### src/rtl/rr_arb_pkg.sv
// Shared types and constants for the 4-way round-robin arbiter.
// State encoding, requester count/index width and an index-to-one-hot helper.
package rr_arb_pkg;

  localparam int NUM_REQ = 4;
  localparam int ID_W    = 2;

  typedef enum logic {
    ST_IDLE = 1'b0,
    ST_BUSY = 1'b1
  } state_e;

  function automatic logic [NUM_REQ-1:0] id_to_onehot(input logic [ID_W-1:0] id);
    return NUM_REQ'(1) << id;
  endfunction

endpackage

### src/rtl/rr_pick_4.sv
// Circular priority picker: returns the first set, unmasked request bit
// found by searching start, start+1, ... (mod 4).
module rr_pick_4
  import rr_arb_pkg::*;
(
  input  logic [NUM_REQ-1:0] req,
  input  logic [ID_W-1:0]    start,
  input  logic [NUM_REQ-1:0] mask,
  output logic [ID_W-1:0]    pick_id,
  output logic               pick_vld
);

  logic [NUM_REQ-1:0] cand_s;

  assign cand_s = req & ~mask;

  // Walk the offsets from farthest to nearest so the nearest candidate overwrites last.
  always_comb begin
    logic [ID_W-1:0] idx;
    pick_vld = 1'b0;
    pick_id  = '0;
    idx      = '0;
    for (int i = NUM_REQ - 1; i >= 0; i--) begin
      idx      = start + ID_W'(i);
      pick_vld = cand_s[idx] ? 1'b1 : pick_vld;
      pick_id  = cand_s[idx] ? idx  : pick_id;
    end
  end

endmodule

### src/rtl/rr_arbiter_4.sv
// Round-robin arbiter for 4 requesters with registered one-hot grant, encoded
// grant index and valid flag; a grant is held until release or hold timeout.
module rr_arbiter_4
  import rr_arb_pkg::*;
#(
  parameter int MAX_HOLD = 16,
  parameter int CNT_W    = 5
) (
  input  logic               clk,
  input  logic               rst_n,
  input  logic [NUM_REQ-1:0] req,
  output logic [NUM_REQ-1:0] gnt,
  output logic [ID_W-1:0]    gnt_id,
  output logic               gnt_vld
);

  localparam logic [CNT_W-1:0] HOLD_LAST = (MAX_HOLD == 0) ? '0 : CNT_W'(MAX_HOLD - 1);

  state_e             state_q, state_d;
  logic [ID_W-1:0]    last_q, last_d;
  logic [CNT_W-1:0]   hold_cnt_q, hold_cnt_d;
  logic [NUM_REQ-1:0] gnt_q, gnt_d;
  logic [ID_W-1:0]    gnt_id_q, gnt_id_d;
  logic               gnt_vld_q, gnt_vld_d;

  logic               owner_req_s;
  logic               timeout_s;
  logic [ID_W-1:0]    pick_start_s;
  logic [NUM_REQ-1:0] pick_mask_s;
  logic [ID_W-1:0]    pick_id_s;
  logic               pick_vld_s;
  logic [CNT_W-1:0]   hold_inc_s;

  assign owner_req_s = req[gnt_id_q];
  assign timeout_s   = (MAX_HOLD != 0) && (hold_cnt_q == HOLD_LAST);
  assign hold_inc_s  = (hold_cnt_q == {CNT_W{1'b1}}) ? hold_cnt_q : hold_cnt_q + CNT_W'(1);

  // While busy the search starts after the owner; on timeout the owner is masked out.
  assign pick_start_s = (state_q == ST_BUSY) ? gnt_id_q + 2'd1 : last_q + 2'd1;
  assign pick_mask_s  = (state_q == ST_BUSY && owner_req_s && timeout_s)
                        ? id_to_onehot(gnt_id_q) : '0;

  rr_pick_4 u_pick (
    .req      (req),
    .start    (pick_start_s),
    .mask     (pick_mask_s),
    .pick_id  (pick_id_s),
    .pick_vld (pick_vld_s)
  );

  // Next-state, pointer, hold counter and grant computation.
  always_comb begin
    state_d    = state_q;
    last_d     = last_q;
    hold_cnt_d = hold_cnt_q;
    gnt_d      = gnt_q;
    gnt_id_d   = gnt_id_q;
    gnt_vld_d  = gnt_vld_q;
    case (state_q)
      ST_IDLE: begin
        if (pick_vld_s) begin
          state_d    = ST_BUSY;
          gnt_d      = id_to_onehot(pick_id_s);
          gnt_id_d   = pick_id_s;
          gnt_vld_d  = 1'b1;
          hold_cnt_d = '0;
        end else begin
          state_d    = ST_IDLE;
          gnt_d      = '0;
          gnt_id_d   = '0;
          gnt_vld_d  = 1'b0;
          hold_cnt_d = '0;
        end
      end
      ST_BUSY: begin
        if (owner_req_s && !timeout_s) begin
          hold_cnt_d = hold_inc_s;
        end else if (owner_req_s) begin
          // Timeout: hand over if anyone else waits, otherwise re-grant the owner.
          last_d     = gnt_id_q;
          hold_cnt_d = '0;
          if (pick_vld_s) begin
            gnt_d    = id_to_onehot(pick_id_s);
            gnt_id_d = pick_id_s;
          end else begin
            gnt_d    = gnt_q;
            gnt_id_d = gnt_id_q;
          end
        end else begin
          last_d     = gnt_id_q;
          hold_cnt_d = '0;
          if (pick_vld_s) begin
            gnt_d    = id_to_onehot(pick_id_s);
            gnt_id_d = pick_id_s;
          end else begin
            state_d   = ST_IDLE;
            gnt_d     = '0;
            gnt_id_d  = '0;
            gnt_vld_d = 1'b0;
          end
        end
      end
      default: begin
        state_d    = ST_IDLE;
        last_d     = 2'd3;
        hold_cnt_d = '0;
        gnt_d      = '0;
        gnt_id_d   = '0;
        gnt_vld_d  = 1'b0;
      end
    endcase
  end

  // State, pointer, counter and output registers; reset points the search at requester 0.
  always_ff @(posedge clk or negedge rst_n) begin
    if (!rst_n) begin
      state_q    <= ST_IDLE;
      last_q     <= 2'd3;
      hold_cnt_q <= '0;
      gnt_q      <= '0;
      gnt_id_q   <= '0;
      gnt_vld_q  <= 1'b0;
    end else begin
      state_q    <= state_d;
      last_q     <= last_d;
      hold_cnt_q <= hold_cnt_d;
      gnt_q      <= gnt_d;
      gnt_id_q   <= gnt_id_d;
      gnt_vld_q  <= gnt_vld_d;
    end
  end

  assign gnt     = gnt_q;
  assign gnt_id  = gnt_id_q;
  assign gnt_vld = gnt_vld_q;

endmodule

### config.mk
export PLATFORM = sky130hd
export DESIGN_NAME = rr_arbiter_4
export DESIGN_NICKNAME = d
export VERILOG_FILES = /design/src/rtl/rr_arb_pkg.sv /design/src/rtl/rr_pick_4.sv /design/src/rtl/rr_arbiter_4.sv
export SDC_FILE = /design/constraint.sdc
export NUM_CORES = 1
export LEC_CHECK = 0
export ABC_CLOCK_PERIOD_IN_PS = 2150
export BUFFER_PORTS_ARGS = -buffer_cell sky130_fd_sc_hd__buf_2
export CAP_MARGIN = 20
export CORE_AREA = 8 8 54 56
export DETAILED_ROUTE_END_ITERATION = 6
export DIE_AREA = 0 0 62 64
export PLACE_DENSITY = 0.81
export SKIP_CTS_REPAIR_TIMING = 1
export SYNTH_ARGS = -nofsm -noshare
export SYNTH_HDL_FRONTEND = slang
export SYNTH_SLANG_ARGS = --single-unit
### constraint.sdc
create_clock -name clk -period 2.15 [get_ports clk]
set_input_delay 0.215 -clock clk [delete_from_list [all_inputs] [get_ports clk]]
set_output_delay 0.215 -clock clk [all_outputs]
set_load 0.05 [all_outputs]
==> run summary <==
Die Area - 3968 um^2
register area share after synthesis - 37.47%
Final HPWL DP - 1716 um
clk_lat worst skew - 0.29 ns
Pre-Repair DR Iteration Count - 4
Most used DFF post-synth - dfrtp_1
crit path max fanout - 5
IO buf count - 12
PD cells - 1261 nW/um^2
initial antenna violation count - 0
Die Span Y - 64 um
Sequential Power Share - 32.1%
final wirelength - 2289 um
commonest non-fill, non-tap cell in the layout - dfrtp_1
Max transition margin - 69.86%
WL/cell - 16.12 um
largest net degree at the start of global routing - 16
Peak VDD IR - 0.0007131 V
part of the power in the clock network - 10.5%
antenna-violating nets left - 0
Die Span X - 62 um
Slew @ Worst Pin - 0.4521 ns
number of flops mapped to enable cells by yosys - 0
cts bufs inserted - 3
share of post-route cells with drive strength above 1 - 36.84%
Setup Viol. Count Final - 0
Synth warnings - 0
# DRC - 0
Worst R2R Setup Slack - 0.08 ns
vias in the first global route - 843
Root Driver - clkbuf_4
Core Util, Final - 57.69%
Clock Skew - 0.007363 ns
Switching Fraction - 46.60%
# rows - 17
Logic pwr share - 57.4%
Max Freq - 0.4829 GHz
Final nets - 124
Tmin final - 2.071 ns
min-delay worst type - primary input to async pin
DR vias - 829
switching power - 0.7137 mW
R2R cell count - 8
GRT overflow - 0
CP startpoint - hold_cnt_q[1]
# diodes - 0
clock-pin slew on the worst setup and hold paths - 0.09 ns
crit path to - gnt[1]
Critical Path AT - 2.25 ns
Setup Crit Path Kind - flip-flop to flip-flop
slack of the critical path - 0.07936 ns
Synth area leader - dfrtp_1
H-Tree Depth - 1
final RePlAce weighted congestion - 0.9177
CP endpoint kind - flip-flop
syn avg cell area - 10.40 um^2
most frequent cells in the layout - dfrtp_1, buf_2, nor2_1
Initial Utilization - 47.89%
top cell type's share of synthesized area - 32.26%
clock sinks - 15
P_int - 0.8180 mW
Area Growth Syn to Fin - 20.47%
global-route wire length before repair - 3650 um
Reg-to-Reg End - gnt[1]
unrepaired setup endpoints after global routing - no
Distinct cells, synth - 45
Reg-to-Reg Start - hold_cnt_q[1]
CP Launch Type - flip-flop
Pleak - 0.5366 nW
Core Box Area - 2106 um^2
Area contributors post-synth - dfrtp_1, dfstp_2, ha_1, nor2_1, buf_6
FF+latch count, synth - 15
Synth async-reset ratio - 100.0%
syn nets - 106
dpl ws - -0.04610 ns
Post-Syn Instances - 97
Mapped Area - 1008 um^2
fin crit share - 96.31%
Top Ports - 13
CP required - 2.33 ns
status - complete, no violations
CTS max path bufs - 2
Total GRT Usage - 12.14%
CTS tree - done
Via-to-Cell Ratio - 5.838
Final Hold Fails - 0
initial detailed-routing violation count - 38
Max Cap Viol - 0
final max-slew violation count - 0
worst min-delay path by stage:
stage / start / to / cells after the start
global placement: rst_n / hold_cnt_q[3] / 1
detailed placement: rst_n / hold_cnt_q[3] / 1
global route: rst_n / hold_cnt_q[3] / 2
finish: rst_n / hold_cnt_q[3] / 2
CTS: rst_n / hold_cnt_q[3] / 1
floorplan: rst_n / gnt[0] / 0
per-layer routing:
layer / wire length [um] / part of all wire (%) / vias up / GRT usage [%]
met4: 48 / 2.1 / 0 / 7.407
met5: 0 / 0 / - / 0
met3: 106 / 4.6 / 5 / 3.800
met2: 1136 / 50 / 23 / 18.24
met1: 997 / 44 / 404 / 14.45
li1: - / - / 397 / -
flip-flops by register name (all words and copies together), names as in the netlist:
| signal | cells |
|---|---|
| gnt | 4 |
| gnt_id | 2 |
| gnt_vld | 1 |
| hold_cnt_q | 5 |
| last_q | 2 |
| state_q | 1 |
kinds of logic after synthesis:
family                     synth area share [%]
buffers and inverters                     6.326
xor gates and xnor gates                  2.606
AOI/OAI and AO/OA                         23.45
DFF                                       37.47
muxes                                     7.816
adders and majority gates                 3.722
and+or+nand+nor                           18.61
critical path, stage by stage, from the launching register on:
cell,delay (ns)
dfrtp_1,0.41
ha_1,0.20
and3_4,0.19
ha_4,0.16
and3b_1,0.19
o221a_2,0.29
o32ai_4,0.13
o311ai_4,0.17
a22o_1,0.23
synth_stat cells (2+ instances only):
master / n
dfstp_2: 2
a21oi_1: 6
mux2i_1: 3
dfrtp_1: 13
buf_6: 3
nand3_1: 2
a22o_1: 2
o21ai_0: 2
o2bb2ai_1: 2
and3_1: 2
buf_4: 2
inv_1: 4
o221a_2: 2
nor2b_1: 3
nand2_1: 5
ha_1: 3
a21boi_0: 2
xor2_1: 2
and3b_1: 2
nor2_1: 10
power by group through the flow:
stage | clock, mW | sequential (mW) | combinational, mW
2_1_floorplan | 0 | 0.647 | 0.490
3_3_place_gp | 0 | 0.483 | 0.792
3_5_place_dp | 0 | 0.493 | 0.813
4_1_cts | 0.165 | 0.488 | 0.816
5_1_grt | 0.181 | 0.505 | 0.935
6_report | 0.161 | 0.492 | 0.879
per-stage QoR:
step                      TNS, ns  power (mW)  instance area, um^2  hold WS (ns)  cells
after floorplan                 0       1.137                 1008      -0.08059     97
after global placement          0       1.275                 1085        0.1252    136
after detailed placement  -0.1453       1.305                 1085        0.1357    136
after CTS                 -0.2126       1.469                 1111       -0.1799    140
after global routing            0       1.621                 1215        0.3578    142
final                           0       1.532                 1215        0.3449    142
final cells by class:
class                           count  area (um^2)
Sequential cell                    15        377.9
Multi-Input combinational cell     73        653.1
Tap cell                           28        35.03
Fill cell                         169        890.9
Inverter                            4        15.01
Timing Repair Buffer               18        107.6
Clock buffer                        4        26.28
Power figures use the tool's default switching activity.
